[src/rtl/imm_pkg.sv]
// imm_pkg: immediate-type encodings and RISC-V immediate field positions
// shared by the immediate extractor and the pipelined immediate generator.
package imm_pkg;

    typedef enum logic [2:0] {
        IMM_NONE = 3'd0,
        IMM_I    = 3'd1,
        IMM_S    = 3'd2,
        IMM_B    = 3'd3,
        IMM_U    = 3'd4,
        IMM_J    = 3'd5
    } imm_type_t;

    // Instruction sign bit, replicated into every sign-extended immediate
    localparam int unsigned INS_SIGN  = 31;

    // I-type: ins[31:20]
    localparam int unsigned I_HI      = 31;
    localparam int unsigned I_LO      = 20;

    // S-type: {ins[31:25], ins[11:7]}
    localparam int unsigned S_HI_HI   = 31;
    localparam int unsigned S_HI_LO   = 25;
    localparam int unsigned S_LO_HI   = 11;
    localparam int unsigned S_LO_LO   = 7;

    // B-type: {ins[31], ins[7], ins[30:25], ins[11:8], 0}
    localparam int unsigned B_BIT11   = 7;
    localparam int unsigned B_HI_HI   = 30;
    localparam int unsigned B_HI_LO   = 25;
    localparam int unsigned B_LO_HI   = 11;
    localparam int unsigned B_LO_LO   = 8;

    // U-type: {ins[31:12], 12'b0}
    localparam int unsigned U_HI      = 31;
    localparam int unsigned U_LO      = 12;

    // J-type: {ins[31], ins[19:12], ins[20], ins[30:21], 0}
    localparam int unsigned J_MID_HI  = 19;
    localparam int unsigned J_MID_LO  = 12;
    localparam int unsigned J_BIT11   = 20;
    localparam int unsigned J_LO_HI   = 30;
    localparam int unsigned J_LO_LO   = 21;

endpackage

[src/rtl/imm_extract.sv]
// imm_extract: combinational RISC-V immediate decoder. Builds the 32-bit
// immediate, then widens it to DATA_WIDTH (sign- or zero-extended for U-type
// according to SIGN_EXT_U). Types 6/7 flag oIllegal and yield zero.
module imm_extract
    import imm_pkg::*;
#(
    parameter int DATA_WIDTH = 32,
    parameter bit SIGN_EXT_U = 1'b1
) (
    input  logic [31:0]           iInstruction,
    input  logic [2:0]            iInsType,
    output logic [DATA_WIDTH-1:0] oImm,
    output logic                  oIllegal
);

    logic [31:0] imm32;
    logic        sext;
    logic        s;

    assign s = iInstruction[INS_SIGN];

    // Select and assemble the 32-bit immediate for the given type
    always_comb begin
        imm32    = '0;
        sext     = 1'b1;
        oIllegal = 1'b0;
        case (iInsType)
            IMM_NONE: imm32 = '0;
            IMM_I:    imm32 = {{20{s}}, iInstruction[I_HI:I_LO]};
            IMM_S:    imm32 = {{20{s}}, iInstruction[S_HI_HI:S_HI_LO],
                               iInstruction[S_LO_HI:S_LO_LO]};
            IMM_B:    imm32 = {{19{s}}, s, iInstruction[B_BIT11],
                               iInstruction[B_HI_HI:B_HI_LO],
                               iInstruction[B_LO_HI:B_LO_LO], 1'b0};
            IMM_U: begin
                imm32 = {iInstruction[U_HI:U_LO], 12'b0};
                sext  = SIGN_EXT_U;
            end
            IMM_J:    imm32 = {{11{s}}, s, iInstruction[J_MID_HI:J_MID_LO],
                               iInstruction[J_BIT11],
                               iInstruction[J_LO_HI:J_LO_LO], 1'b0};
            default:  oIllegal = 1'b1;
        endcase
    end

    // Widen to the configured datapath width
    if (DATA_WIDTH > 32) begin : g_wide
        assign oImm = {{(DATA_WIDTH-32){sext & imm32[31]}}, imm32};
    end else begin : g_narrow
        assign oImm = imm32[DATA_WIDTH-1:0];
    end

endmodule

[src/rtl/imm_gen_pipe.sv]
// imm_gen_pipe: one-cycle registered immediate generator with valid/ready
// handshakes on both sides and a flush input.
// Build option IMM_GEN_PIPE_SKID_EN: adds a one-entry skid buffer so that
// oReady is a registered signal (skid empty) with no combinational path from
// iReady. Without it, oReady = !oValid || iReady.
module imm_gen_pipe
    import imm_pkg::*;
#(
    parameter int DATA_WIDTH = 32,
    parameter bit SIGN_EXT_U = 1'b1
) (
    input  logic                  iClk,
    input  logic                  iRst,
    input  logic                  iValid,
    output logic                  oReady,
    input  logic [31:0]           iInstruction,
    input  logic [2:0]            iInsType,
    input  logic                  iFlush,
    output logic                  oValid,
    input  logic                  iReady,
    output logic [DATA_WIDTH-1:0] oImm,
    output logic [2:0]            oInsType,
    output logic                  oIllegal
);

    logic [DATA_WIDTH-1:0] dec_imm;
    logic                  dec_ill;

    logic                  out_vld_q, out_vld_d;
    logic [DATA_WIDTH-1:0] out_imm_q, out_imm_d;
    logic [2:0]            out_type_q, out_type_d;
    logic                  out_ill_q, out_ill_d;

    logic                  in_hs;
    logic                  out_free;

    imm_extract #(
        .DATA_WIDTH (DATA_WIDTH),
        .SIGN_EXT_U (SIGN_EXT_U)
    ) u_extract (
        .iInstruction (iInstruction),
        .iInsType     (iInsType),
        .oImm         (dec_imm),
        .oIllegal     (dec_ill)
    );

    assign in_hs    = iValid && oReady;
    // Output register can take a new entry this cycle
    assign out_free = !out_vld_q || iReady;

`ifdef IMM_GEN_PIPE_SKID_EN
    logic                  skid_vld_q, skid_vld_d;
    logic [DATA_WIDTH-1:0] skid_imm_q, skid_imm_d;
    logic [2:0]            skid_type_q, skid_type_d;
    logic                  skid_ill_q, skid_ill_d;

    assign oReady = !skid_vld_q;

    // Next state: flush wins, then skid drains ahead of new input, then load/drain
    always_comb begin
        out_vld_d   = out_vld_q;
        out_imm_d   = out_imm_q;
        out_type_d  = out_type_q;
        out_ill_d   = out_ill_q;
        skid_vld_d  = skid_vld_q;
        skid_imm_d  = skid_imm_q;
        skid_type_d = skid_type_q;
        skid_ill_d  = skid_ill_q;
        if (iFlush) begin
            out_vld_d  = 1'b0;
            skid_vld_d = 1'b0;
        end else if (skid_vld_q) begin
            if (out_free) begin
                out_vld_d  = 1'b1;
                out_imm_d  = skid_imm_q;
                out_type_d = skid_type_q;
                out_ill_d  = skid_ill_q;
                skid_vld_d = 1'b0;
            end
        end else if (in_hs) begin
            if (out_free) begin
                out_vld_d  = 1'b1;
                out_imm_d  = dec_imm;
                out_type_d = iInsType;
                out_ill_d  = dec_ill;
            end else begin
                skid_vld_d  = 1'b1;
                skid_imm_d  = dec_imm;
                skid_type_d = iInsType;
                skid_ill_d  = dec_ill;
            end
        end else if (iReady) begin
            out_vld_d = 1'b0;
        end
    end

    // Skid entry storage
    always_ff @(posedge iClk or posedge iRst) begin
        if (iRst) begin
            skid_vld_q  <= 1'b0;
            skid_imm_q  <= '0;
            skid_type_q <= IMM_NONE;
            skid_ill_q  <= 1'b0;
        end else begin
            skid_vld_q  <= skid_vld_d;
            skid_imm_q  <= skid_imm_d;
            skid_type_q <= skid_type_d;
            skid_ill_q  <= skid_ill_d;
        end
    end
`else
    assign oReady = out_free;

    // Next state: flush wins, then load (reload with no bubble), then drain
    always_comb begin
        out_vld_d  = out_vld_q;
        out_imm_d  = out_imm_q;
        out_type_d = out_type_q;
        out_ill_d  = out_ill_q;
        if (iFlush) begin
            out_vld_d = 1'b0;
        end else if (in_hs) begin
            out_vld_d  = 1'b1;
            out_imm_d  = dec_imm;
            out_type_d = iInsType;
            out_ill_d  = dec_ill;
        end else if (iReady) begin
            out_vld_d = 1'b0;
        end
    end
`endif

    // Output register
    always_ff @(posedge iClk or posedge iRst) begin
        if (iRst) begin
            out_vld_q  <= 1'b0;
            out_imm_q  <= '0;
            out_type_q <= IMM_NONE;
            out_ill_q  <= 1'b0;
        end else begin
            out_vld_q  <= out_vld_d;
            out_imm_q  <= out_imm_d;
            out_type_q <= out_type_d;
            out_ill_q  <= out_ill_d;
        end
    end

    assign oValid   = out_vld_q;
    assign oImm     = out_imm_q;
    assign oInsType = out_type_q;
    assign oIllegal = out_ill_q;

endmodule

[config.mk]
export PLATFORM = sky130hd
export DESIGN_NAME = imm_gen_pipe
export DESIGN_NICKNAME = d
export VERILOG_FILES = /design/src/rtl/imm_pkg.sv /design/src/rtl/imm_extract.sv /design/src/rtl/imm_gen_pipe.sv
export SDC_FILE = /design/constraint.sdc
export NUM_CORES = 1
export LEC_CHECK = 0
export CORE_MARGIN = 2
export CORE_UTILIZATION = 35
export CTS_CLUSTER_DIAMETER = 150
export DETAILED_ROUTE_END_ITERATION = 16
export MAX_ROUTING_LAYER = met4
export PLACE_DENSITY = 0.74
export SLEW_MARGIN = 40
export SYNTH_ARGS = -nofsm -noshare
export SYNTH_HDL_FRONTEND = slang
export SYNTH_HIERARCHICAL = 1
export SYNTH_SLANG_ARGS = --single-unit
[constraint.sdc]
create_clock -name iClk -period 2.83 [get_ports iClk]
set_input_delay 0.849 -clock iClk [delete_from_list [all_inputs] [get_ports iClk]]
set_output_delay 0.849 -clock iClk [all_outputs]
set_load 0.005 [all_outputs]
==> impl_metrics.tcl <==
set metrics [dict create \
    h-tree-depth 2 \
    fp.dieW_um 79.2 \
    clock_latency_ps 280 \
    dp_cells 274 \
    synth_edf_count 0 \
    synth_top_cell_by_area "dfrtp_1" \
    cts_buffers 5 \
    finalHoldViolations 0 \
    ys_async_sr_fraction_pct 100 \
    synth_top_flop_cell "dfrtp_1" \
    cts_sinks 37 \
    post-place-ws_ps 42.9 \
    grt_pass1_vias 1325 \
    setup_slack_ps 388 \
    hold_buffers 0 \
    synth_warnings 6 \
    areaGrowthSynthToFinish_pct 40.8 \
    fin_crit_sh_pct 86.3 \
    synthCells 138 \
    grt_max_degree 38 \
    core-area_um2 5470 \
    syn-num-nets 178 \
    powerDensity_nw_per_um2 523 \
    synth-seq-area-share_pct 46.8 \
    antenna_found_initial 0 \
    viasPerCell 4.59 \
    drt_iter0_markers 70 \
    cts_buffer_depth 2 \
    netlist-cell-type-count 27 \
    critPathKind "primary input to output port" \
    numPortBuffers 70 \
    root_buffer "clkbuf_8" \
    vias 1299 \
    antenna_left 0 \
    worst_pin_slew_ps 669 \
    ios 78 \
    setup_tns_ps 0 \
    num_antenna_cells 0 \
    die_area_um2 6270 \
    wl_per_cell_um 14.4 \
    rsz0062_at_grt "false" \
    status "finished, final reports clean" \
    clk_pin_slew_worst_paths_ps 60 \
    clock-skew-final_ps 6.30 \
    synth_top_area_share_pct 46.8 \
    startpoint_type "primary input" \
    synth-seq-cells 37 \
    final_net_count 250 \
    grt_first_pass_wirelength_mm 6.59 \
    relSlewSlack_pct 55.2 \
    endpoint_kind "output port" \
    dp_hpwl_mm 2.89 \
    final_area_um2 2790 \
    num_rows 27 \
    power.leakage_nw 1.35 \
    firstDrtPassIters 4 \
    fin_crit_ps 2440 \
    hold_path.class "flip-flop to flip-flop" \
    cp_data_arrival_time_ps 1590 \
    synth.area.top_cells "dfrtp_1 (47%), mux2_4 (23%), a21o_1 (7.2%), mux2_2 (3.4%), buf_12 (3.0%)" \
    gp_congestion 0.800 \
    avgSynthCellArea_um2 14.3 \
    holdWs_ps 508 \
    max_cap_viol_count 0 \
    crit_required_ps 1980 \
    dpl_cell_area_um2 2690 \
    syn_area_um2 1980 \
    grtUsageTotal_pct 14.1 \
    start_util_pct 36.1 \
    drt-total-wl_mm 4.07 \
    final_cells 283 \
    layout-drive-gt1-share_pct 25.6 \
    cts_tree "built" \
    setup_viol 0 \
    dieHeight_um 79.2 \
    vdd_drop_max_uv 264 \
    grt_overflow 0 \
    fmax_mhz 410 \
    drc 0 \
    maxSlewViolCount 0 \
    crit_fanout 3 \
]
-- report_power, final --
group          total [W]  switching (W)  internal [W]
Sequential      0.000658      0.0000458      0.000612
Combinational   0.000452       0.000132      0.000321
Clock           0.000345       0.000175      0.000170
Total            0.00146       0.000352       0.00110
-- cell usage after synthesis (2+ instances only) --
cell type,count
and2_1,7
nand2_1,2
buf_12,3
nor2b_4,3
a22o_1,4
buf_6,4
mux2_4,30
buf_4,2
nor2_1,5
inv_1,2
a21o_1,19
dfrtp_1,37
mux2_2,6
-- metal layers --
layer | routed length [um] | up-vias | track usage (%)
li1 | - | 629 | -
met1 | 1970 | 624 | 19.1
met2 | 1840 | 41 | 20.9
met3 | 226 | 5 | 3.75
met4 | 31 | 0 | 4.14
met5 | 0 | - | -
-- final timing paths --
path                         start        to  slack [ps]  cells past startpoint
min                        oImm[3]   oImm[3]         510                      1
min in group asynchronous     iRst  oImm[21]         990                      3
max reg2reg                 oValid   oImm[4]        1190                      5
max in group asynchronous     iRst  oImm[29]        1500                      3
max                         iReady    oReady         390                      4
min reg2reg                oImm[3]   oImm[3]         510                      1
-- final cells by class --
cell class | count | area [um^2]
Fill cell | 496 | 2690
Sequential cell | 37 | 926
Multi-Input combinational cell | 89 | 926
Timing Repair Buffer | 75 | 753
Clock inverter | 2 | 10.0
Inverter | 2 | 7.51
Clock buffer | 6 | 72.6
Tap cell | 72 | 90.1
-- worst max-delay path, cell delays in order --
cell and delay, ps:
dlymetal6s2s_1 140, nor2b_4 120, inv_1 50, clkdlybuf4s50_1 430
-- logic make-up (layout without fill, tap and decap cells) --
kind of cell / after synthesis / in the layout / share of synthesized area (%)
flip-flops: 37 / 37 / 46.8
multiplexers: 36 / 36 / 26.2
AO/OA/AOI/OAI: 27 / 27 / 10.4
AND/OR/NAND/NOR: 25 / 25 / 9.49
buffers and inverters: 12 / 85 / 6.70
XOR/XNOR: 1 / 1 / 0.443
-- state kept, by name (all words and copies together) (netlist names) --
| signal | cells |
|---|---|
| oIllegal | 1 |
| oImm | 32 |
| oInsType | 3 |
| oValid | 1 |
-- cell usage in the layout (no fill, tap or decap), drive strengths merged, types with 2 or more instances in the layout --
cell	count
a21o	19
a22o	4
and2	7
buf	5
clkbuf	6
clkdlybuf4s50	69
clkinv	2
dfrtp	37
inv	2
mux2	36
nand2	2
nor2	5
nor2b	4
nor3b	3
-- stage by stage --
stage,utilization (%),total power (W)
detailed placement,49.2,0.00112
finish,50.9,0.00146
global placement,49.2,0.00112
floorplan,-,0.000883
CTS,50.7,0.00148
global route,50.9,0.00154
-- what timing repair did --
action,in CTS,in global routing
gates resized for setup,0,1
endpoints found under the setup margin,0,1
setup buffers,0,1
Note: power is estimated with default switching activity, not from simulation.
